**src/rtl/rom_ssegment.sv**
```systemverilog
// Registered 7-segment decoder: 4-bit code plus point/blank to an {dp,g,f,e,d,c,b,a}
// pattern, with selectable segment polarity and hex/dash handling of codes 10-15.
module rom_ssegment #(
   parameter int ACTIVE_LOW = 1,
   parameter int HEX_EN     = 1
) (
   input  logic       clk,
   input  logic       rst,
   input  logic       en,
   input  logic [3:0] code,
   input  logic       dp,
   input  logic       blank,
   output logic [7:0] seg
);

   localparam logic [7:0] DARK = (ACTIVE_LOW != 0) ? 8'hFF : 8'h00;

   logic [6:0] w_digit;
   logic [7:0] w_lit;
   logic [7:0] w_pat;
   logic [7:0] r_seg;

   always_comb begin
      w_digit = 7'b0000000;
      case (code)
         4'h0: w_digit = 7'b0111111;
         4'h1: w_digit = 7'b0000110;
         4'h2: w_digit = 7'b1011011;
         4'h3: w_digit = 7'b1001111;
         4'h4: w_digit = 7'b1100110;
         4'h5: w_digit = 7'b1101101;
         4'h6: w_digit = 7'b1111101;
         4'h7: w_digit = 7'b0000111;
         4'h8: w_digit = 7'b1111111;
         4'h9: w_digit = 7'b1101111;
         4'hA: w_digit = (HEX_EN != 0) ? 7'b1110111 : 7'b1000000;
         4'hB: w_digit = (HEX_EN != 0) ? 7'b1111100 : 7'b1000000;
         4'hC: w_digit = (HEX_EN != 0) ? 7'b0111001 : 7'b1000000;
         4'hD: w_digit = (HEX_EN != 0) ? 7'b1011110 : 7'b1000000;
         4'hE: w_digit = (HEX_EN != 0) ? 7'b1111001 : 7'b1000000;
         4'hF: w_digit = (HEX_EN != 0) ? 7'b1110001 : 7'b1000000;
         default: w_digit = 7'b0000000;
      endcase
   end

   // blank overrides both the digit and the decimal point
   assign w_lit = blank ? '0 : {dp, w_digit};
   assign w_pat = (ACTIVE_LOW != 0) ? ~w_lit : w_lit;

   always_ff @(posedge clk or posedge rst) begin
      if (rst) begin
         r_seg <= DARK;
      end else if (en) begin
         r_seg <= w_pat;
      end
   end

   assign seg = r_seg;

endmodule

```
**config.mk**
```make
export PLATFORM = sky130hd
export DESIGN_NAME = rom_ssegment
export DESIGN_NICKNAME = d
export VERILOG_FILES = /design/src/rtl/rom_ssegment.sv
export SDC_FILE = /design/constraint.sdc
export NUM_CORES = 1
export LEC_CHECK = 0
export BUFFER_PORTS_ARGS = -buffer_cell sky130_fd_sc_hd__buf_2
export CELL_PAD_IN_SITES_DETAIL_PLACEMENT = 1
export CELL_PAD_IN_SITES_GLOBAL_PLACEMENT = 2
export CORE_MARGIN = 2
export CORE_UTILIZATION = 33
export CTS_BUF_LIST = sky130_fd_sc_hd__clkbuf_8
export DETAILED_ROUTE_END_ITERATION = 16
export HOLD_SLACK_MARGIN = 0.06
export PLACE_DENSITY = 0.85
export SYNTH_ARGS = -nofsm -noshare
export SYNTH_HDL_FRONTEND = slang
export SYNTH_SLANG_ARGS = --single-unit
```
**constraint.sdc**
```tcl
create_clock -name clk -period 1.68 [get_ports clk]
set_input_delay 0.168 -clock clk [delete_from_list [all_inputs] [get_ports clk]]
set_output_delay 0.168 -clock clk [all_outputs]
set_load 0.005 [all_outputs]
```
# Yosys cells after proc, flatten, opt, wreduce, memory -nomap -nowiden
# Memory sizes are Yosys's and may differ from the RTL's.
# Cells that the tools add are included.
dict set report classes {
  muxes 1
  bitwise 1
}
# op count
set op_table {}
lappend op_table {{$mux W8} 1}
lappend op_table {{$not A8 Y8} 1}
dict set report word_totals {
  input_bits 9
  register_bits 8
  rom_bits 112
  n_memories 1
}
# name depth width read_ports rd_ports_with_merged_regs wr line_no
set memory_table {}
lappend memory_table {{(no name shown)} 16 7 1 0 0 25} ;# case (code)

# Logic depth before layout (Yosys ltp)
# Gate-level depths: netlist (run 1).
# An unclocked memory read counts as a cell.
dict set report logic_depth {
  depth_word 3
  mapped_depth 5
  ltp_nobuf 5
}

# Worst setup path before layout (run 1)
# No wires, ideal clock.
dict set report synth_timing {
  path_type {input port to flip-flop}
  startpoint {input code[0]}
  endpoint {register r_seg[3] (netlist: seg[3])}
  path_stages 5
  n_path_buf 0
  slack_ns 0.483
  t_arrival_ns 1.117
  path_cell_list {inv_1 -> ha_1 -> inv_1 -> mux4_2 -> o22a_1}
}
dict set report synth_via {
  elab_chain_cells 3
}
# item line_no
set synth_lines {}
lappend synth_lines {{start: declaration} 10} ;# input logic [3:0] code,
lappend synth_lines {{$mem_v2 Z16 W7} -}
lappend synth_lines {{$mux W8} 47} ;# assign w_lit = blank ? '0 : {dp, w_digit};
lappend synth_lines {{$not A8 Y8} 48} ;# assign w_pat = (ACTIVE_LOW != 0) ? ~w_lit : w_lit;
lappend synth_lines {{end signal: assignment} 54} ;# r_seg <= w_pat;
lappend synth_lines {{end: declaration} 21} ;# logic [7:0] r_seg;
# No other way between the ends.
# A chain may end at the register's enable or synchronous reset.

# Final worst setup path (run 1)
# Ends and elaborated chain as after synthesis.

==> results of run 1 <==
cell type report:
type                       instances  area share, %
tap                               16           2.99
sequential                         8           31.4
timing repair buffer              16           12.0
multi-input combinational         38           44.1
inverter                           6           3.36
clock buffer                       3           6.17
Yosys cell counts:
library cell  number  area (µm²)
nand2b_1           1        6.26
o21ai_1            1        5.00
o32a_1             3        30.0
and3_2             1        7.51
nand2_1            1        3.75
inv_1              6        22.5
o22a_1             1        8.76
nor2b_1            3        18.8
o21ai_0            1        5.00
a21oi_1            3        15.0
buf_6              1        11.3
a211o_1            1        8.76
mux4_2             1        22.5
dfstp_2            8         210
buf_4              1        7.51
buf_2              1        5.00
a211oi_1           1        7.51
nor2_1             6        22.5
a31oi_1            3        18.8
nand3b_1           2        15.0
nor3_1             1        5.00
mux2i_1            2        20.0
ha_1               6        75.1
stage by stage:
step	hold slack, ns	util, %	area [µm²]	setup WS, ns
after floorplan	0.211	-	552	0.483
after global placement	0.310	40.7	628	0.287
after detailed placement	0.314	40.7	628	0.247
after CTS	0.0809	43.4	669	0.480
after global routing	0.0962	43.4	669	0.441
final	0.0816	43.4	669	0.484
routing by layer:
metal	track usage [%]	vias to the layer above	part of all wire, %
met4	5.29	0	1.4
met5	0	-	0
met1	19.5	205	46
met2	20.3	17	46
met3	2.40	2	6.3
li1	-	225	-
worst register-to-register path, delay by kind of cell (launching register included):
kind	cells	cell delay [ns]
AO/OA/AOI/OAI	1	0.14
flip-flops	1	0.52
AND/OR/NAND/NOR	1	0.04
kinds of logic after synthesis:
group,after synthesis,synth area share (%)
adders and majority gates,6,13.6
muxes,3,7.71
buffers and inverters,9,8.39
DFF,8,38.1
and+or+nand+nor,15,14.3
AOI/OAI and AO/OA,14,17.9
worst max-delay path by stage:
stage,start,to,cells after the start
6_report,code[0],seg[3],6
2_1_floorplan,code[0],seg[3],5
3_3_place_gp,code[0],seg[3],6
3_5_place_dp,code[0],seg[3],6
4_1_cts,code[0],seg[3],6
5_1_grt,code[1],seg[3],6
power by group through the flow:
stage | clock network, mW | registers (mW) | logic (mW)
after floorplan | 0 | 0.241 | 0.0665
after global placement | 0 | 0.238 | 0.109
after detailed placement | 0 | 0.239 | 0.111
after CTS | 0.230 | 0.236 | 0.112
after global routing | 0.241 | 0.239 | 0.123
final | 0.225 | 0.236 | 0.109
==> impl_metrics.json, run 1 <==
{
  "dp.cells": 84,
  "syn_area_um2": 552,
  "multiInputGateArea_um2": 295,
  "r2r_start": "seg[2]",
  "core_area_um2": 1540,
  "finalSetupTns_ns": 0,
  "crit_family": "multiplexers",
  "instances_no_fill": 87,
  "grt_max_degree": 15,
  "min_to": "seg[7]",
  "io_pins": 17,
  "layout_common_cells": "buf_2 (16), dfstp_2 (8), inv_1 (6), nor2_1 (6), ha_1 (6)",
  "worstRegToRegCells": 2,
  "grt_pass1_wl_um": 2010,
  "grt_setup_unrepaired": "false",
  "p_clk_share_pct": 39.5,
  "period_minus_slack_ns": 1.20,
  "vias": 449,
  "ys_warn_count": 0,
  "cts_tree": "built",
  "drc": 0,
  "power_leakage_nw": 0.317,
  "finalClockSkew_ns": 0,
  "grt.overflow.total": 0,
  "ys_ff_latch": 8,
  "hp-start": "dp",
  "ctsResizeCount": 0,
  "synth_nets": 70,
  "area_growth_syn_to_layout_pct": 21.3,
  "cts_made_buffers": 3,
  "intPower_mw": 0.435,
  "power_frac_comb_pct": 19.2,
  "viasPerCell": 5.16,
  "port_buffers": 16,
  "final_common_cell": "buf_2",
  "r2r_slack_ns": 0.91,
  "arrival_ns": 1.34,
  "initialDrtViolationCount": 4,
  "routed_wirelength_um": 1150,
  "dr.pass1.iters": 3,
  "crit_chain": "buf_2, inv_1, ha_1, inv_1, mux4_2, o22a_1",
  "num_antenna_cells": 0,
  "holdPathStages": 2,
  "fp.dieArea_um2": 2020,
  "hp-class": "input pin to flip-flop",
  "rows": 14,
  "largest_reg_flops": 8,
  "status": "completed",
  "critical_path_required_ns": 1.83,
  "path_common_cell": "inv_1",
  "ff_latch_area_um2": 210,
  "numClockSinks": 8,
  "synthDistinctLibCells": 23,
  "die_w_um": 44.9,
  "powerDensity_nw_per_um2": 851,
  "ant_nets": 0,
  "slew-limit-headroom_pct": 80.6,
  "final_nets": 88,
  "p_sw_mw": 0.135,
  "fillers": 192,
  "clock_path_buffers": 2,
  "r2r-end": "seg[2]",
  "finalSetupViolations": 0,
  "synthCells": 55,
  "worst_pin_slew_ns": 0.290,
  "cap_viol_max_count": 0,
  "period_share_pct": 71.2,
  "die_h_um": 44.9,
  "grt_use_total_pct": 13.6,
  "cts_root_buf": "clkbuf_8",
  "drv_slew": 0,
  "gp_congestion": 0.823,
  "path_buf_inv": 3,
  "cts_setup_buffers": 0,
  "path_class": "input pin to flip-flop",
  "start_util_pct": 35.8,
  "slowest_delay_ns": 0.44,
  "cp_max_fo": 5,
  "sequentialPowerShare_pct": 41.4,
  "clk_latency_ns": 0.22,
  "clkSlewWorstSetupHoldPaths_ns": 0.04,
  "switching_share_pct": 23.7,
  "h-tree-depth": 1,
  "timing.fmax_ghz": 0.836,
  "wl_per_cell_um": 13.2,
  "cp-end-kind": "flip-flop",
  "irDropWorstVdd_mv": 0.226,
  "crit_path_start_kind": "input pin",
  "syn_area_per_cell_um2": 10.0,
  "grt_pass1_vias": 436,
  "postCtsHoldBufs": 0,
  "report.power.total_mw": 0.570,
  "antenna_found_initial": 0,
  "place_hpwl_um": 915,
  "drive_gt1_share_pct": 40.8,
  "critPathSlowestCell": "mux4_2",
  "yosysSeqAreaShare_pct": 38.1,
  "hold_viol": 0
}
Note: power is estimated with default switching activity, not from simulation.
==> inputs of run 2 (changes only) <==
- ABC_AREA: not set -> 1
- CORE_ASPECT_RATIO: not set -> 1.4
- CORE_UTILIZATION: 33 -> 26
- PLACE_DENSITY: 0.85 -> 0.77
- clock period: 1.68 -> 1.1 ns (I/O delays scaled with it)
==> run 2 against run 1 <==
Net effect:
- power grew 57%
- count of clock-buffer cells in the layout is the same
- synthesized cell count grew 38%
- flip-flop and latch count is the same
- sequential power grew 53%
- setup slack lost 0.35 ns
- largest power group unchanged
==> impl_metrics.json, run 2 <==
{
  "r2r_slack_ns": 0.34,
  "dp_slack_ns": 0.0342,
  "yosys.cell_count.top_type": "nor2_1",
  "grt_max_degree": 11,
  "drive_gt1_share_pct": 34.7,
  "timing.fmax_ghz": 1.03,
  "syn_area_um2": 582,
  "crit_path_start_kind": "flip-flop",
  "critPathSlowestCell": "dfstp_2",
  "ant_nets": 0,
  "powerDensity_nw_per_um2": 1230,
  "slew-limit-headroom_pct": 80.7,
  "layout_common_cells": "buf_2 (16), nor2_1 (14), nand2_1 (12), nand3_1 (12)",
  "path_class": "flip-flop to output pin",
  "place_hpwl_um": 1070,
  "h-tree-depth": 1,
  "cts_setup_buffers": 0,
  "fp.dieArea_um2": 2640,
  "antenna_found_initial": 0,
  "synthSimpleGateAreaFrac_pct": 31.8,
  "irDropWorstVdd_mv": 0.322,
  "num_antenna_cells": 0,
  "viasPerCell": 4.72,
  "drv_slew": 0,
  "finalSetupViolations": 0,
  "drc": 0,
  "synth_top_area_share_pct": 36.1,
  "grt_pass1_vias": 567,
  "critical_path_required_ns": 0.99,
  "start_util_pct": 27.0,
  "synth_mux_area_share_pct": 0,
  "clock_path_buffers": 2,
  "fillers": 284,
  "die_w_um": 44.0,
  "synthCells": 76,
  "crit_chain": "buf_2",
  "initialDrtViolationCount": 5,
  "synth_nets": 91,
  "final_nets": 112,
  "cp_max_fo": 2,
  "synthAdderAreaFrac_pct": 12.9,
  "port_buffers": 16,
  "gp_congestion": 0.832,
  "period_share_pct": 88.0,
  "yosys-top-cells-count": "nor2_1 (14), nand2_1 (12), nand3_1 (12), dfstp_2 (8), inv_1 (8)",
  "cp-end-kind": "output pin",
  "cts_root_buf": "clkbuf_8",
  "grt_pass1_wl_um": 2480,
  "slowest_delay_ns": 0.52,
  "yosysTopAreaCell": "dfstp_2",
  "placed_area_um2": 678,
  "rows": 20,
  "multiInputGateArea_um2": 312,
  "synth_xor_area_share_pct": 0,
  "die_h_um": 60.0,
  "path_buf_inv": 1,
  "period_minus_slack_ns": 0.968,
  "cap_viol_max_count": 0,
  "netlist_top_cells_area": "dfstp_2 (36%), ha_1 (13%), nand3_1 (10%)",
  "status": "completed",
  "post-route-worst-setup-slack_ns": 0.132,
  "power_leakage_nw": 0.368,
  "ctsResizeCount": 0,
  "grt_use_total_pct": 13.0,
  "syn_area_per_cell_um2": 7.66,
  "finalClockSkew_ns": 0,
  "ff_latch_area_um2": 210,
  "worst_pin_slew_ns": 0.289,
  "routed_wirelength_um": 1340,
  "cts_tree": "built",
  "numClockSinks": 8,
  "finalSetupTns_ns": 0,
  "hp-class": "input pin to async pin",
  "ys_ff_latch": 8,
  "synthDistinctLibCells": 15,
  "final_common_cell": "buf_2",
  "core_area_um2": 2150,
  "yosysSeqAreaShare_pct": 36.1,
  "grt_setup_unrepaired": "false",
  "synth_compound_area_share_pct": 8.82,
  "largest_reg_flops": 8,
  "wl_per_cell_um": 11.4,
  "crit_family": "flip-flops",
  "synth_ff_type": "dfstp_2",
  "postCtsHoldBufs": 1,
  "clkSlewWorstSetupHoldPaths_ns": 0.04,
  "clk_latency_ns": 0.23,
  "synth_top_family_by_area": "simple AND/OR/NAND/NOR gates",
  "area_growth_syn_to_layout_pct": 25.4,
  "vias": 552,
  "synth_edf_count": 0,
  "synth-async-reset-ratio_pct": 100,
  "ys_warn_count": 0,
  "fin_area_um2": 729,
  "grt.overflow.total": 0,
  "arrival_ns": 0.86,
  "cts_made_buffers": 3,
  "dr.pass1.iters": 3,
  "hold_viol": 0,
  "io_pins": 17
}
## run 2: cell count changes in the layout (fill, tap and decap cells not counted), moves of 3 or more
cell | previous run | this run
o32a_1 | 3 | 0
nor2b_1 | 3 | 0
nand3_1 | 0 | 12
nor2_1 | 6 | 14
a31oi_1 | 3 | 0
inv_2 | 0 | 3
nand2_1 | 1 | 12
## run 2: worst paths after layout
path                            cells after the start     from      to
max in group asynchronous                           2      rst  seg[0]
worst min-delay path                                2      rst  seg[3]
min in group clk                                    4  code[0]  seg[1]
worst max register to register                      2   seg[6]  seg[6]
worst min register to register                      2   seg[7]  seg[7]
worst max-delay path                                1   seg[6]  seg[6]
## run 2: cell type report
| type | instances | share of cell area, % |
|---|---|---|
| inverter | 11 | 5.66 |
| multi-input combinational | 55 | 42.7 |
| timing repair buffer | 18 | 13.4 |
| sequential | 8 | 28.8 |
| tap | 22 | 3.77 |
| clock buffer | 3 | 5.66 |
## run 2: stage by stage
step	util, %	std cells	total power [mW]	hold slack (ns)
after floorplan	-	76	0.474	0.153
after global placement	31.5	113	0.545	0.253
after detailed placement	31.5	113	0.548	0.255
after CTS	33.9	117	0.918	0.0853
after global routing	33.9	117	0.968	0.128
final	33.9	117	0.897	0.0626
## run 2: layer usage
layer  GRT usage [%]  vias up  wire, µm
met5               0        -         0
met4            10.4        0        53
met1            15.3      254       541
met3           0.906        5        59
met2            21.2       15       684
li1                -      278         -
## run 2: cell families after synthesis
kind of cell / after synthesis
AO/OA/AOI/OAI: 9
adder cells (fa/ha/maj): 6
buffers and inverters: 13
flip-flops: 8
AND/OR/NAND/NOR: 40
## run 2: power by group
part / switching, mW / internal (mW) / total (mW)
Combinational: 0.105 / 0.0770 / 0.182
Sequential: 0.0146 / 0.347 / 0.362
Clock: 0.116 / 0.237 / 0.354
